## config.mk

```make
export PLATFORM = sky130hd
export DESIGN_NAME = instruction_fetch
export DESIGN_NICKNAME = d
export VERILOG_FILES = /design/src/rtl/processor_pkg.sv /design/src/rtl/fetch_skid_buffer.sv /design/src/rtl/instruction_fetch.sv
export SDC_FILE = /design/constraint.sdc
export NUM_CORES = 1
export LEC_CHECK = 0
export ABC_AREA = 1
export CORE_MARGIN = 4
export CORE_UTILIZATION = 40
export DETAILED_ROUTE_END_ITERATION = 6
export PLACE_DENSITY = 0.68
export SLEW_MARGIN = 20
export SYNTH_ARGS = -nofsm -noshare
export SYNTH_HDL_FRONTEND = slang
export SYNTH_HIERARCHICAL = 1
export SYNTH_SLANG_ARGS = --single-unit
```

## constraint.sdc

```tcl
create_clock -name clock -period 5 [get_ports clock]
set_input_delay 0.75 -clock clock [delete_from_list [all_inputs] [get_ports clock]]
set_output_delay 0.75 -clock clock [all_outputs]
set_load 0.005 [all_outputs]
```

## src/rtl/processor_pkg.sv

```systemverilog
// Shared processor definitions: PC width, opcodes, instruction field positions
// and the fetch-stage state encoding (FETCH_HALTED exists only with IFETCH_HALT_EN).
package processor_pkg;

    localparam int PC_WIDTH = 26;

    localparam int OPCODE_MSB = 31;
    localparam int OPCODE_LSB = 26;
    localparam int RS_MSB     = 25;
    localparam int RS_LSB     = 20;
    localparam int RT_MSB     = 19;
    localparam int RT_LSB     = 14;
    localparam int RD_MSB     = 13;
    localparam int RD_LSB     = 8;
    localparam int SHAMT_MSB  = 7;
    localparam int SHAMT_LSB  = 4;
    localparam int FUNCT_MSB  = 3;
    localparam int FUNCT_LSB  = 0;
    localparam int IMM_MSB    = 13;
    localparam int IMM_LSB    = 0;
    localparam int JUMP_MSB   = 25;
    localparam int JUMP_LSB   = 0;

    localparam logic [5:0] OP_ALU  = 6'h00;
    localparam logic [5:0] OP_ADDI = 6'h01;
    localparam logic [5:0] OP_LW   = 6'h02;
    localparam logic [5:0] OP_SW   = 6'h03;
    localparam logic [5:0] OP_BEQ  = 6'h04;
    localparam logic [5:0] OP_BNE  = 6'h05;
    localparam logic [5:0] OP_J    = 6'h06;
    localparam logic [5:0] OP_JAL  = 6'h07;
    localparam logic [5:0] OP_HALT = 6'h3F;

    typedef enum logic [1:0] {
        FETCH_REQ,
        FETCH_WAIT,
        FETCH_FULL
`ifdef IFETCH_HALT_EN
        , FETCH_HALTED
`endif
    } fetch_state_t;

    function automatic logic [5:0] opcode_of(input logic [31:0] word);
        return word[OPCODE_MSB:OPCODE_LSB];
    endfunction

endpackage

```

## src/rtl/fetch_skid_buffer.sv

```systemverilog
// One-entry holding slot for an instruction acknowledged while the decoder stalls.
// Flush wins over load, which wins over unload.
module fetch_skid_buffer
    import processor_pkg::*;
#(
    parameter int PC_WIDTH = processor_pkg::PC_WIDTH
) (
    input  logic                clock,
    input  logic                reset,
    input  logic                load,
    input  logic                unload,
    input  logic                flush,
    input  logic [31:0]         load_word,
    input  logic [PC_WIDTH-1:0] load_pc,
    output logic                full,
    output logic [31:0]         word,
    output logic [PC_WIDTH-1:0] pc
);

    always_ff @(posedge clock or negedge reset) begin
        if (!reset) begin
            full <= 1'b0;
            word <= '0;
            pc   <= '0;
        end else if (flush) begin
            full <= 1'b0;
        end else if (load) begin
            full <= 1'b1;
            word <= load_word;
            pc   <= load_pc;
        end else if (unload) begin
            full <= 1'b0;
        end
    end

endmodule

```

## src/rtl/instruction_fetch.sv

```systemverilog
// Fetch stage: owns the PC, runs a single-outstanding imem handshake, absorbs
// stalls in a skid buffer and takes redirects. IFETCH_HALT_EN adds a HALT stop state.
module instruction_fetch
    import processor_pkg::*;
#(
    parameter int                  PC_WIDTH = processor_pkg::PC_WIDTH,
    parameter logic [PC_WIDTH-1:0] RESET_PC = '0
) (
    input  logic                clock,
    input  logic                reset,
    output logic                imem_req,
    output logic [PC_WIDTH-1:0] imem_addr,
    input  logic                imem_ack,
    input  logic [31:0]         imem_rdata,
    input  logic                stall,
    input  logic                redirect_valid,
    input  logic [PC_WIDTH-1:0] redirect_target,
    output logic [31:0]         instruction_reg,
    output logic [PC_WIDTH-1:0] instr_pc,
    output logic                instr_valid
);

    fetch_state_t        state;
    logic [PC_WIDTH-1:0] pc;
    logic [PC_WIDTH-1:0] pc_next;
    logic                drop_pending;
    logic                ack_seen;
    logic                skid_load;
    logic                skid_unload;
    logic                skid_full;
    logic [31:0]         skid_word;
    logic [PC_WIDTH-1:0] skid_pc;

    // Acks while no request is up (e.g. just after reset) belong to nobody.
    assign ack_seen    = imem_req & imem_ack;
    assign pc_next     = pc + 1'b1;
    assign skid_load   = ack_seen & ~drop_pending & stall & ~redirect_valid
                         & (state != FETCH_FULL);
    assign skid_unload = (state == FETCH_FULL) & skid_full & ~stall & ~redirect_valid;

    fetch_skid_buffer #(.PC_WIDTH(PC_WIDTH)) u_skid (
        .clock     (clock),
        .reset     (reset),
        .load      (skid_load),
        .unload    (skid_unload),
        .flush     (redirect_valid),
        .load_word (imem_rdata),
        .load_pc   (imem_addr),
        .full      (skid_full),
        .word      (skid_word),
        .pc        (skid_pc)
    );

    // imem_addr is separate from pc so a stale in-flight request keeps a stable
    // address after a redirect; the target goes out once that request is acked.
    always_ff @(posedge clock or negedge reset) begin
        if (!reset) begin
            state           <= FETCH_REQ;
            pc              <= RESET_PC;
            imem_req        <= 1'b0;
            imem_addr       <= RESET_PC;
            instruction_reg <= '0;
            instr_pc        <= RESET_PC;
            instr_valid     <= 1'b0;
            drop_pending    <= 1'b0;
        end else begin
            instr_valid <= 1'b0;
            if (redirect_valid) begin
                pc <= redirect_target;
                if (ack_seen || !imem_req) begin
                    imem_req     <= 1'b1;
                    imem_addr    <= redirect_target;
                    drop_pending <= 1'b0;
                    state        <= FETCH_REQ;
                end else begin
                    drop_pending <= 1'b1;
                    state        <= FETCH_WAIT;
                end
            end else if (drop_pending) begin
                if (ack_seen) begin
                    drop_pending <= 1'b0;
                    imem_addr    <= pc;
                    state        <= FETCH_REQ;
                end
            end else begin
                case (state)
                    FETCH_REQ, FETCH_WAIT: begin
                        if (!imem_req) begin
                            imem_req <= 1'b1;
                        end else if (imem_ack) begin
                            pc        <= pc_next;
                            imem_addr <= pc_next;
                            if (stall) begin
                                imem_req <= 1'b0;
                                state    <= FETCH_FULL;
                            end else begin
                                instruction_reg <= imem_rdata;
                                instr_pc        <= imem_addr;
                                instr_valid     <= 1'b1;
`ifdef IFETCH_HALT_EN
                                if (opcode_of(imem_rdata) == OP_HALT) begin
                                    imem_req <= 1'b0;
                                    state    <= FETCH_HALTED;
                                end else begin
                                    state <= FETCH_REQ;
                                end
`else
                                state <= FETCH_REQ;
`endif
                            end
                        end else begin
                            state <= FETCH_WAIT;
                        end
                    end
                    FETCH_FULL: begin
                        if (skid_unload) begin
                            instruction_reg <= skid_word;
                            instr_pc        <= skid_pc;
                            instr_valid     <= 1'b1;
`ifdef IFETCH_HALT_EN
                            if (opcode_of(skid_word) == OP_HALT) begin
                                state <= FETCH_HALTED;
                            end else begin
                                imem_req <= 1'b1;
                                state    <= FETCH_REQ;
                            end
`else
                            imem_req <= 1'b1;
                            state    <= FETCH_REQ;
`endif
                        end
                    end
`ifdef IFETCH_HALT_EN
                    FETCH_HALTED: begin
                        imem_req <= 1'b0;
                    end
`endif
                    default: begin
                        state <= FETCH_REQ;
                    end
                endcase
            end
        end
    end

endmodule

```

==> results.ini, run 1 <==
[synthesis]
ys_seq_elements = 174
yosys_warnings = 6
async_flop_share = 1.00
synth_flop_cell = dfrtp_1
synth_edf_count = 0
ys_types = 28
syn_area_per_cell_um2 = 7.75
ys_seq_area_frac = 0.518
syn_inst = 1084
syn_area_mm2 = 0.00840
synth_nets = 1148

[placed_design]
gp_congestion = 0.875
portBuffers = 148
placed_area_mm2 = 0.0100
dp_hpwl_um = 14900
place_ws_ns = 1.52

[cells_and_area]
syn_to_final_growth_pct = 26.8
postLayoutCellArea_mm2 = 0.0106
post-route-util = 0.521
layout-drive-gt1-share = 0.0446
fillers = 1947
finalNetCount = 1263
diodes = 0

[timing]
finalCritPeriodShare = 0.608
slew_headroom = 0.298
setup_viol = 0
hold_viol = 0
skew_ns = 0.0116
rsz0062_at_grt = false
drv_slew = 0
setup_ws_ns = 1.96
fin_tns_setup_ns = 0
fmax_mhz = 329
fin_crit_ns = 3.04
tightest_slew_ns = 1.05

[worst_setup_path]
crit_path_end_kind = flop
critPathRequiredTime_ns = 5.27
crit_path_max_fanout = 27
worstSetupPathType = input port to flop
r2r_slack_ns = 2.53
startpoint_type = input port
arrival_ns = 3.31

[cts]
cts.sinks = 174
postCtsSetupRepairBufs = 0
cts_max_level = 4
cts_root_buf = clkbuf_16
path_clk_slew_ns = 0.07
hold_buffers = 0
cts_buffer_depth = 2
cts_tree = done
numCtsBuffers = 17
postCtsResizedCells = 0
clock_latency_ns = 0.43

[detailed_routing]
viasPerCell = 5.06
totalWireLength_um = 23000
drtPass1Iterations = 5
drc = 0
vias = 7493
highest_layer = met4
ant_nets = 0
first_iter_violations = 645
wl_per_cell_um = 15.5
wl_met2_um = 10700
route.met3.wl_um = 1150
wl_met1_um = 10600

[power_and_ir_drop]
p_int_uw = 3310
switchingPower_uw = 1510
p_leak_uw = 0.00494
comb_power_share = 0.264
total_power_uw = 4820
p_sw_frac = 0.313
clkPwrFrac = 0.291
power_frac_seq = 0.446
ir_drop_v = 0.000245
power_density_mw_per_mm2 = 452

[global_route]
grt_start_max_net_pins = 118
overflow = 0
antenna_found_initial = 0
grt_usage = 0.196
grt_pass1_wl_um = 37400
grt_pass1_vias = 7049

[floorplan]
die_area_mm2 = 0.0234
start_util = 0.411
floorplan.core_area_mm2 = 0.0204
num_rows = 52
die_x_um = 153
die_y_um = 153
io_pins = 149

[flow_run]
drv_cap = 0

[status]
status = finished, final reports clean

[hold_path]
hold_path_class = input port to async pin

==> worst paths after layout <==
| kind | endpoint | from | depth (start not counted) |
|---|---|---|---|
| max | imem_addr[3]$_DFFE_PN0P_ | redirect_valid | 7 |
| min | u_skid/word[4]$_DFFE_PN0P_ | reset | 1 |
| max reg2reg | instruction_reg[10]$_DFFE_PN0P_ | state[1]$_DFFE_PN0P_ | 8 |
| min reg2reg | u_skid/word[27]$_DFFE_PN0P_ | u_skid/word[27]$_DFFE_PN0P_ | 2 |
| max in group asynchronous | imem_addr[7]$_DFFE_PN0P_ | reset | 2 |
| min in group clock | u_skid/word[27]$_DFFE_PN0P_ | u_skid/word[27]$_DFFE_PN0P_ | 2 |
==> cell families after synthesis <==
group / Yosys count / share of synthesized area
buffers and inverters: 115 / 0.0620
AOI/OAI and AO/OA: 146 / 0.105
adders and majority gates: 1 / 0.00149
DFF: 174 / 0.518
and+or+nand+nor: 634 / 0.299
xor gates and xnor gates: 14 / 0.0146
==> cell usage in the layout (no fill, tap or decap), types with 2 or more instances in the layout <==
cell type        Yosys  layout
dfrtp_1            174     174
nand3b_1             2       2
buf_12               0       2
nor2_2               3       2
nand3_1             83      83
clkdlybuf4s50_1      0     147
inv_2                3       4
buf_4               10       9
nand2_1            386     386
clkinvlp_4           0       3
nor2_4               0       2
inv_1               49      48
a21oi_1             42      42
o21ai_0             13      12
xnor2_1              8       8
o22ai_1              2       2
xor2_1               6       6
clkbuf_16            0      17
inv_6                0       2
a211oi_1            18      18
bufinv_16            0       3
a31oi_1             64      64
a41oi_1              2       2
nor2_1             158     157
clkinv_4             0       4
==> synth_stat cells, types with 2 or more instances <==
library cell  instances  share of area
o21ai_0              13         0.0077
nor2_2                3         0.0022
buf_4                10         0.0089
a31oi_1              64          0.048
nor2_1              158          0.071
o22ai_1               2         0.0015
a21oi_1              42          0.025
nand3_1              83          0.049
clkbuf_1             27          0.012
a41oi_1               2         0.0021
dfrtp_1             174           0.52
xnor2_1               8         0.0083
a211oi_1             18          0.016
nand2_1             386           0.17
nand3b_1              2         0.0018
xor2_1                6         0.0063
inv_1                49          0.022
inv_2                 3         0.0013
buf_6                 3         0.0040
buf_2                23          0.014
==> power groups by stage <==
stage               clock network, uW  logic (uW)  registers (uW)
floorplan                           0         609            2100
global route                     1480        1420            2200
CTS                              1420        1290            2150
global placement                    0        1260            2160
finish                           1400        1270            2150
detailed placement                  0        1280            2170
==> worst max-delay path, cell delays in order <==
cell and delay, ns:
clkdlybuf4s50_1 1.00, nor2_2 0.03, buf_4 0.26, nand2_1 0.09
nand3_1 0.38, inv_2 0.57, a41oi_1 0.20
==> routing by layer <==
layer | vias to the layer above | GRT usage
met4 | 0 | 0.0700
met2 | 225 | 0.313
li1 | 3729 | -
met5 | - | 0
met1 | 3509 | 0.269
met3 | 30 | 0.0342
==> layout make-up <==
cell class / instances / area [um^2] / share of cell area
clock buffers: 18 / 439 / 0.0412
clock inverters: 14 / 186 / 0.0175
inverters: 52 / 195 / 0.0183
multi-input cells: 795 / 3540 / 0.333
flip-flops and latches: 174 / 4350 / 0.409
well taps: 270 / 338 / 0.0317
repair buffers: 159 / 1590 / 0.149
==> stage by stage <==
step	std cells	hold WS, ns
floorplan	1084	0.442
global placement	1450	0.454
detailed placement	1450	0.459
CTS	1482	0.467
global route	1482	0.491
finish	1482	0.431
Power figures use the tool's default switching activity.
==> run 2: changes to the inputs <==
clock period = 3.17 ns   (was 5 ns; I/O delays follow)
==> run 2 against run 1 <==
  * Cell count rose by 0.34%
  * Critical path depth rose by 2
  * Setup slack got worse by 0.88 ns
  * Clock skew rose by 0.0017 ns
  * Design area rose by 0.19%
  * Utilization rose by 0.098 points
  * Total power rose by 55%
  * Wire length fell by 2.8%
  * Global-route usage fell by 0.39 points
==> results.ini, run 2 (same netlist as run 1, synthesis figures left out) <==
[cells_and_area]
fillers = 1976  ; was 1947
final_cell_mix = nand2_1, dfrtp_1, nor2_1, clkdlybuf4s50_1, nand3_1  ; unchanged
post-route-util = 0.522  ; was 0.521
finalNetCount = 1268  ; was 1263
layout_commonest_cell = nand2_1  ; unchanged
final_cells = 1487  ; was 1482
diodes = 0  ; unchanged
layout-drive-gt1-share = 0.0485  ; was 0.0446
syn_to_final_growth_pct = 27.0  ; was 26.8%

[worst_setup_path]
worstSetupPathType = input port to flop  ; unchanged
reg2reg_to = u_skid/word[5]$_DFFE_PN0P_  ; was instruction_reg[10]$_DFFE_PN0P_
cp_num_buf_inv = 5  ; was 3
critPathRequiredTime_ns = 3.51  ; was 5.27 ns
cp_slowest_cell = clkdlybuf4s50_1  ; unchanged
crit_chain = clkdlybuf4s50_1 > buf_4 > nor2_2 > inv_1 > o21ai_1 > inv_1 > buf_4 > nor2_1 > a31oi_1  ; was clkdlybuf4s50_1 > nor2_2 > buf_4 > nand2_1 > nand3_1 > inv_2 > a41oi_1
startpoint_type = input port  ; unchanged
r2r.worst_path.cells = 7  ; was 8
crit_path_max_fanout = 30  ; was 27
rr_startpoint = imem_req$_DFFE_PN0P_  ; was state[1]$_DFFE_PN0P_
crit_path_end_kind = flop  ; unchanged
r2r_slack_ns = 1.25  ; was 2.53 ns
path_delay_family = buffers and inverters  ; unchanged
max_stage_delay_ns = 0.58  ; was 1.00 ns
arrival_ns = 2.43  ; was 3.31 ns

[power_and_ir_drop]
p_leak_uw = 0.00496  ; was 0.00494 uW
power_density_mw_per_mm2 = 702  ; was 452 mW/mm^2
p_sw_frac = 0.313  ; about the same
switchingPower_uw = 2340  ; was 1510 uW
clkPwrFrac = 0.280  ; was 0.291
ir_drop_v = 0.000305  ; was 0.000245 V
p_int_uw = 5140  ; was 3310 uW
power_frac_seq = 0.449  ; was 0.446
comb_power_share = 0.270  ; was 0.264

[timing]
tightest_slew_ns = 1.05  ; about the same
slew_headroom = 0.300  ; was 0.298
rsz0062_at_grt = false  ; unchanged
fin_tns_setup_ns = 0  ; unchanged
skew_ns = 0.0133  ; was 0.0116 ns
setup_viol = 0  ; unchanged
fin_crit_ns = 2.09
hold_viol = 0  ; unchanged
finalCritPeriodShare = 0.659
whs_ns = 0.0835  ; was 0.431 ns
fmax_mhz = 479
drv_slew = 0  ; unchanged

[cts]
cts_max_level = 4  ; unchanged
cts_tree = done  ; unchanged
postCtsSetupRepairBufs = 0  ; unchanged
path_clk_slew_ns = 0.07  ; about the same
numCtsBuffers = 17  ; unchanged
cts_root_buf = clkbuf_16  ; unchanged
clock_latency_ns = 0.42  ; was 0.43 ns
cts_buffer_depth = 2  ; unchanged
postCtsResizedCells = 0  ; unchanged
hold_buffers = 0  ; unchanged
cts.sinks = 174  ; unchanged

[floorplan]
num_rows = 52  ; unchanged
floorplan.core_area_mm2 = 0.0204  ; unchanged
die_y_um = 153  ; unchanged
io_pins = 149  ; unchanged
start_util = 0.411  ; unchanged
die_area_mm2 = 0.0234  ; unchanged
die_x_um = 153  ; unchanged

[global_route]
grt_pass1_vias = 7191  ; was 7049
antenna_found_initial = 0  ; unchanged
overflow = 0  ; unchanged
grt_pass1_wl_um = 37100  ; was 37400 um
grt_usage = 0.192  ; was 0.196
grt_start_max_net_pins = 118  ; unchanged

[detailed_routing]
vias = 7430  ; was 7493
viasPerCell = 5.00  ; was 5.06
drtPass1Iterations = 6  ; was 5
ant_nets = 0  ; unchanged
first_iter_violations = 679  ; was 645
drc = 0  ; unchanged
totalWireLength_um = 22300  ; was 23000 um
wl_per_cell_um = 15.0  ; was 15.5 um

[placed_design]
portBuffers = 148  ; unchanged
dp_cells = 1455  ; was 1450
gp_congestion = 0.889  ; was 0.875
dp_hpwl_um = 15000  ; was 14900 um

[flow_run]
drv_cap = 0  ; unchanged

[hold_path]
hold_path_class = input port to async pin  ; unchanged

[status]
status = finished, final reports clean  ; unchanged

==> run 2: changes by cell type in the layout (fill, tap and decap cells not counted), sizes merged <==
| cell | change |
|---|---|
| buf | +5 |
| bufinv | -1 |
| inv | +2 |
| clkinv | -2 |
| clkinvlp | +1 |
==> run 2: worst register-to-register path: stages, from the launching register on <==
cell and delay, ns:
dfrtp_1 0.44, inv_1 0.08, nor4_1 0.36, inv_1 0.13, nor2_4 0.14, nand2_4 0.38, nand2_1 0.22, nand2_1 0.07
==> run 2: area by class of cell <==
cell class	count	area, um^2	area share
flip-flops and latches	174	4350	0.408
multi-input cells	795	3540	0.332
repair buffers	164	1640	0.154
clock buffers	18	439	0.0412
well taps	270	338	0.0317
inverters	52	195	0.0183
clock inverters	14	156	0.0147
==> run 2: per-layer routing <==
layer,part of all wire,up-vias,wire length [um],GRT usage
met5,0,-,0,0
met4,0.016,0,351,0.0505
met3,0.050,20,1110,0.0370
met2,0.48,226,10700,0.321
met1,0.46,3423,10200,0.257
li1,-,3761,-,-
==> run 2: metrics by stage <==
stage | area, um^2 | setup WS [ns] | power, uW
global placement | 10100 | 0.737 | 5390
finish | 10700 | 1.08 | 7480
floorplan | 8400 | 1.24 | 4270
CTS | 10700 | 1.10 | 7560
global route | 10700 | 0.891 | 7970
detailed placement | 10100 | 0.659 | 5450
==> run 2: power by group through the flow <==
| stage | Clock (uW) | Sequential [uW] | Combinational [uW] |
|---|---|---|---|
| global placement | 0 | 3390 | 2000 |
| CTS | 2140 | 3370 | 2050 |
| floorplan | 0 | 3310 | 961 |
| detailed placement | 0 | 3410 | 2040 |
| finish | 2100 | 3360 | 2020 |
| global route | 2240 | 3470 | 2260 |
==> run 2: how the worst max path moves through the flow <==
stage | from | to | slack (ns) | depth (start not counted)
floorplan | redirect_valid | u_skid/word[10]$_DFFE_PN0P_ | 1.24 | 11
global placement | imem_ack | u_skid/pc[15]$_DFFE_PN0P_ | 0.74 | 8
detailed placement | redirect_valid | pc[5]$_DFFE_PN0P_ | 0.66 | 9
CTS | redirect_valid | pc[5]$_DFFE_PN0P_ | 1.10 | 9
global route | redirect_valid | pc[5]$_DFFE_PN0P_ | 0.89 | 9
finish | redirect_valid | pc[5]$_DFFE_PN0P_ | 1.08 | 9
==> run 3: changes to the inputs <==
PLACE_DENSITY = 0.71   (was 0.68)
clock period = 1.8 ns   (was 3.17 ns; I/O delays follow)
==> run 3 against run 2 <==
  * Design area is 5.9% higher
  * Utilization is 3.1 points higher
  * Wire length rose by 3.5%
  * Sequential cell count is the same
  * Register-to-register slack worse by 1.1 ns
  * Via count increased by 4.1%
  * Setup slack worse by 0.99 ns
  * Largest power group unchanged
  * Highest routed layer unchanged
==> results.ini, run 3 (same netlist as run 1, synthesis figures left out) <==
[status]
status = finished, final reports clean  ; unchanged

[cells_and_area]
layout_commonest_cell = nand2_1  ; unchanged
diodes = 0  ; unchanged
final_cell_mix = nand2_1, dfrtp_1, nor2_1, clkdlybuf4s50_1, nand3_1  ; unchanged
layout-drive-gt1-share = 0.0849  ; was 0.0485
finalNetCount = 1311  ; was 1268
postLayoutCellArea_mm2 = 0.0113  ; was 0.0107 mm^2
syn_to_final_growth_pct = 34.5  ; was 27.0%

[timing]
setup_viol = 0  ; unchanged
rsz0062_at_grt = false  ; unchanged
drv_slew = 0  ; unchanged
tightest_slew_ns = 0.540  ; was 1.05 ns
fin_tns_setup_ns = 0  ; unchanged
skew_ns = 0.00935  ; was 0.0133 ns
fmax_mhz = 585
finalCritPeriodShare = 0.950
slew_headroom = 0.640  ; was 0.300
fin_crit_ns = 1.71
hold_viol = 0  ; unchanged

[floorplan]
io_pins = 149  ; unchanged
num_rows = 52  ; unchanged
floorplan.core_area_mm2 = 0.0204  ; unchanged
die_x_um = 153  ; unchanged
die_y_um = 153  ; unchanged
die_area_mm2 = 0.0234  ; unchanged
start_util = 0.411  ; unchanged

[worst_setup_path]
r2r_slack_ns = 0.12  ; was 1.25 ns
path_delay_family = buffers and inverters  ; unchanged
startpoint_type = flop  ; was input port
critPathRequiredTime_ns = 1.53  ; was 3.51 ns
cp_slowest_cell = clkdlybuf4s50_1  ; unchanged
crit_path_end_kind = output pin  ; was flop
worstSetupPathType = flop to output pin  ; was input port to flop
crit_chain = clkdlybuf4s50_1  ; was clkdlybuf4s50_1 > buf_4 > nor2_2 > inv_1 > o21ai_1 > inv_1 > buf_4 > nor2_1 > a31oi_1
max_stage_delay_ns = 0.59  ; was 0.58 ns
cp_num_buf_inv = 1  ; was 5
arrival_ns = 1.44  ; was 2.43 ns
crit_path_max_fanout = 4  ; was 30

[placed_design]
placed_area_mm2 = 0.0106  ; was 0.0101 mm^2
dp_hpwl_um = 16200  ; was 15000 um
gp_congestion = 0.872  ; was 0.889
portBuffers = 148  ; unchanged

[cts]
cts_root_buf = clkbuf_16  ; unchanged
cts_max_level = 4  ; unchanged
clock_latency_ns = 0.42  ; about the same
path_clk_slew_ns = 0.07  ; about the same
cts_buffer_depth = 2  ; unchanged
cts.sinks = 174  ; unchanged
numCtsBuffers = 17  ; unchanged
cts_tree = done  ; unchanged

[detailed_routing]
viasPerCell = 5.05  ; was 5.00
drtPass1Iterations = 5  ; was 6
wl_per_cell_um = 15.1  ; was 15.0 um
vias = 7733  ; was 7430
drc = 0  ; unchanged
ant_nets = 0  ; unchanged
totalWireLength_um = 23100  ; was 22300 um
first_iter_violations = 563  ; was 679

[global_route]
antenna_found_initial = 0  ; unchanged
grt_usage = 0.197  ; was 0.192
grt_pass1_vias = 7570  ; was 7191
grt_start_max_net_pins = 60  ; was 118
overflow = 0  ; unchanged
grt_pass1_wl_um = 38100  ; was 37100 um

[flow_run]
drv_cap = 0  ; unchanged

[power_and_ir_drop]
ir_drop_v = 0.000507  ; was 0.000305 V
p_leak_uw = 0.00527  ; was 0.00496 uW
power_density_mw_per_mm2 = 1210  ; was 702 mW/mm^2

[hold_path]
hold_path_class = input port to async pin  ; unchanged

## run 3: changes by cell type in the layout (fill, tap and decap cells not counted), moves of 2 or more
cell	before	now
buf_12	3	20
nand3_2	0	2
buf_6	1	3
clkinvlp_4	4	1
bufinv_16	2	4
nand3_1	83	81
buf_4	13	35
## run 3: final cells by class
type	count	area [um^2]
inverter	52	195
timing repair buffer	207	2200
clock inverter	14	203
sequential	174	4360
multi-input combinational	795	3560
fill	1926	9130
tap	270	338
clock buffer	18	439
## run 3: path summary, 6_finish.rpt
kind,startpoint,end,depth (start not counted)
worst max-delay path,imem_addr[9]$_DFFE_PN0P_,imem_addr[9],1
worst min-delay path,reset,u_skid/word[1]$_DFFE_PN0P_,2
worst max register to register,imem_req$_DFFE_PN0P_,u_skid/pc[17]$_DFFE_PN0P_,8
worst min register to register,u_skid/pc[25]$_DFFE_PN0P_,u_skid/pc[25]$_DFFE_PN0P_,2
max in group asynchronous,reset,pc[19]$_DFFE_PN0P_,3
min in group clock,imem_rdata[1],u_skid/word[1]$_DFFE_PN0P_,3
## run 3: what timing repair did
action | CTS | global route
hold buffers | 1 | 0
setup buffers | 0 | 2
endpoints found under the hold margin | 49 | 0
setup endpoints to repair | 0 | 116
resized for setup | 0 | 8
## run 3: routing by layer
layer  up-vias  GRT usage  routed length [um]
li1       3834          -                   -
met1      3644      0.267               10400
met2       228      0.325               11100
met3        27     0.0368                1230
met4         0     0.0547                 380
met5         -          0                   0
## run 3: where the power goes
part	switching [uW]	internal (uW)	leakage (uW)
logic	1720	2070	0.00291
registers	901	5050	0.00205
clock network	1600	2390	0.000312
total	4210	9510	0.00527
## run 3: through the flow
step	setup WS [ns]	total power, uW	instances	util	hold WS (ns)
finish	0.0894	13700	1530	0.553	0.384
global route	0.00215	14600	1530	0.553	0.435
CTS	0.0477	13800	1527	0.548	0.388
detailed placement	-0.248	9790	1494	0.517	0.272
global placement	-0.206	9670	1494	0.517	0.276
floorplan	0.0802	7520	1084	-	-0.0256
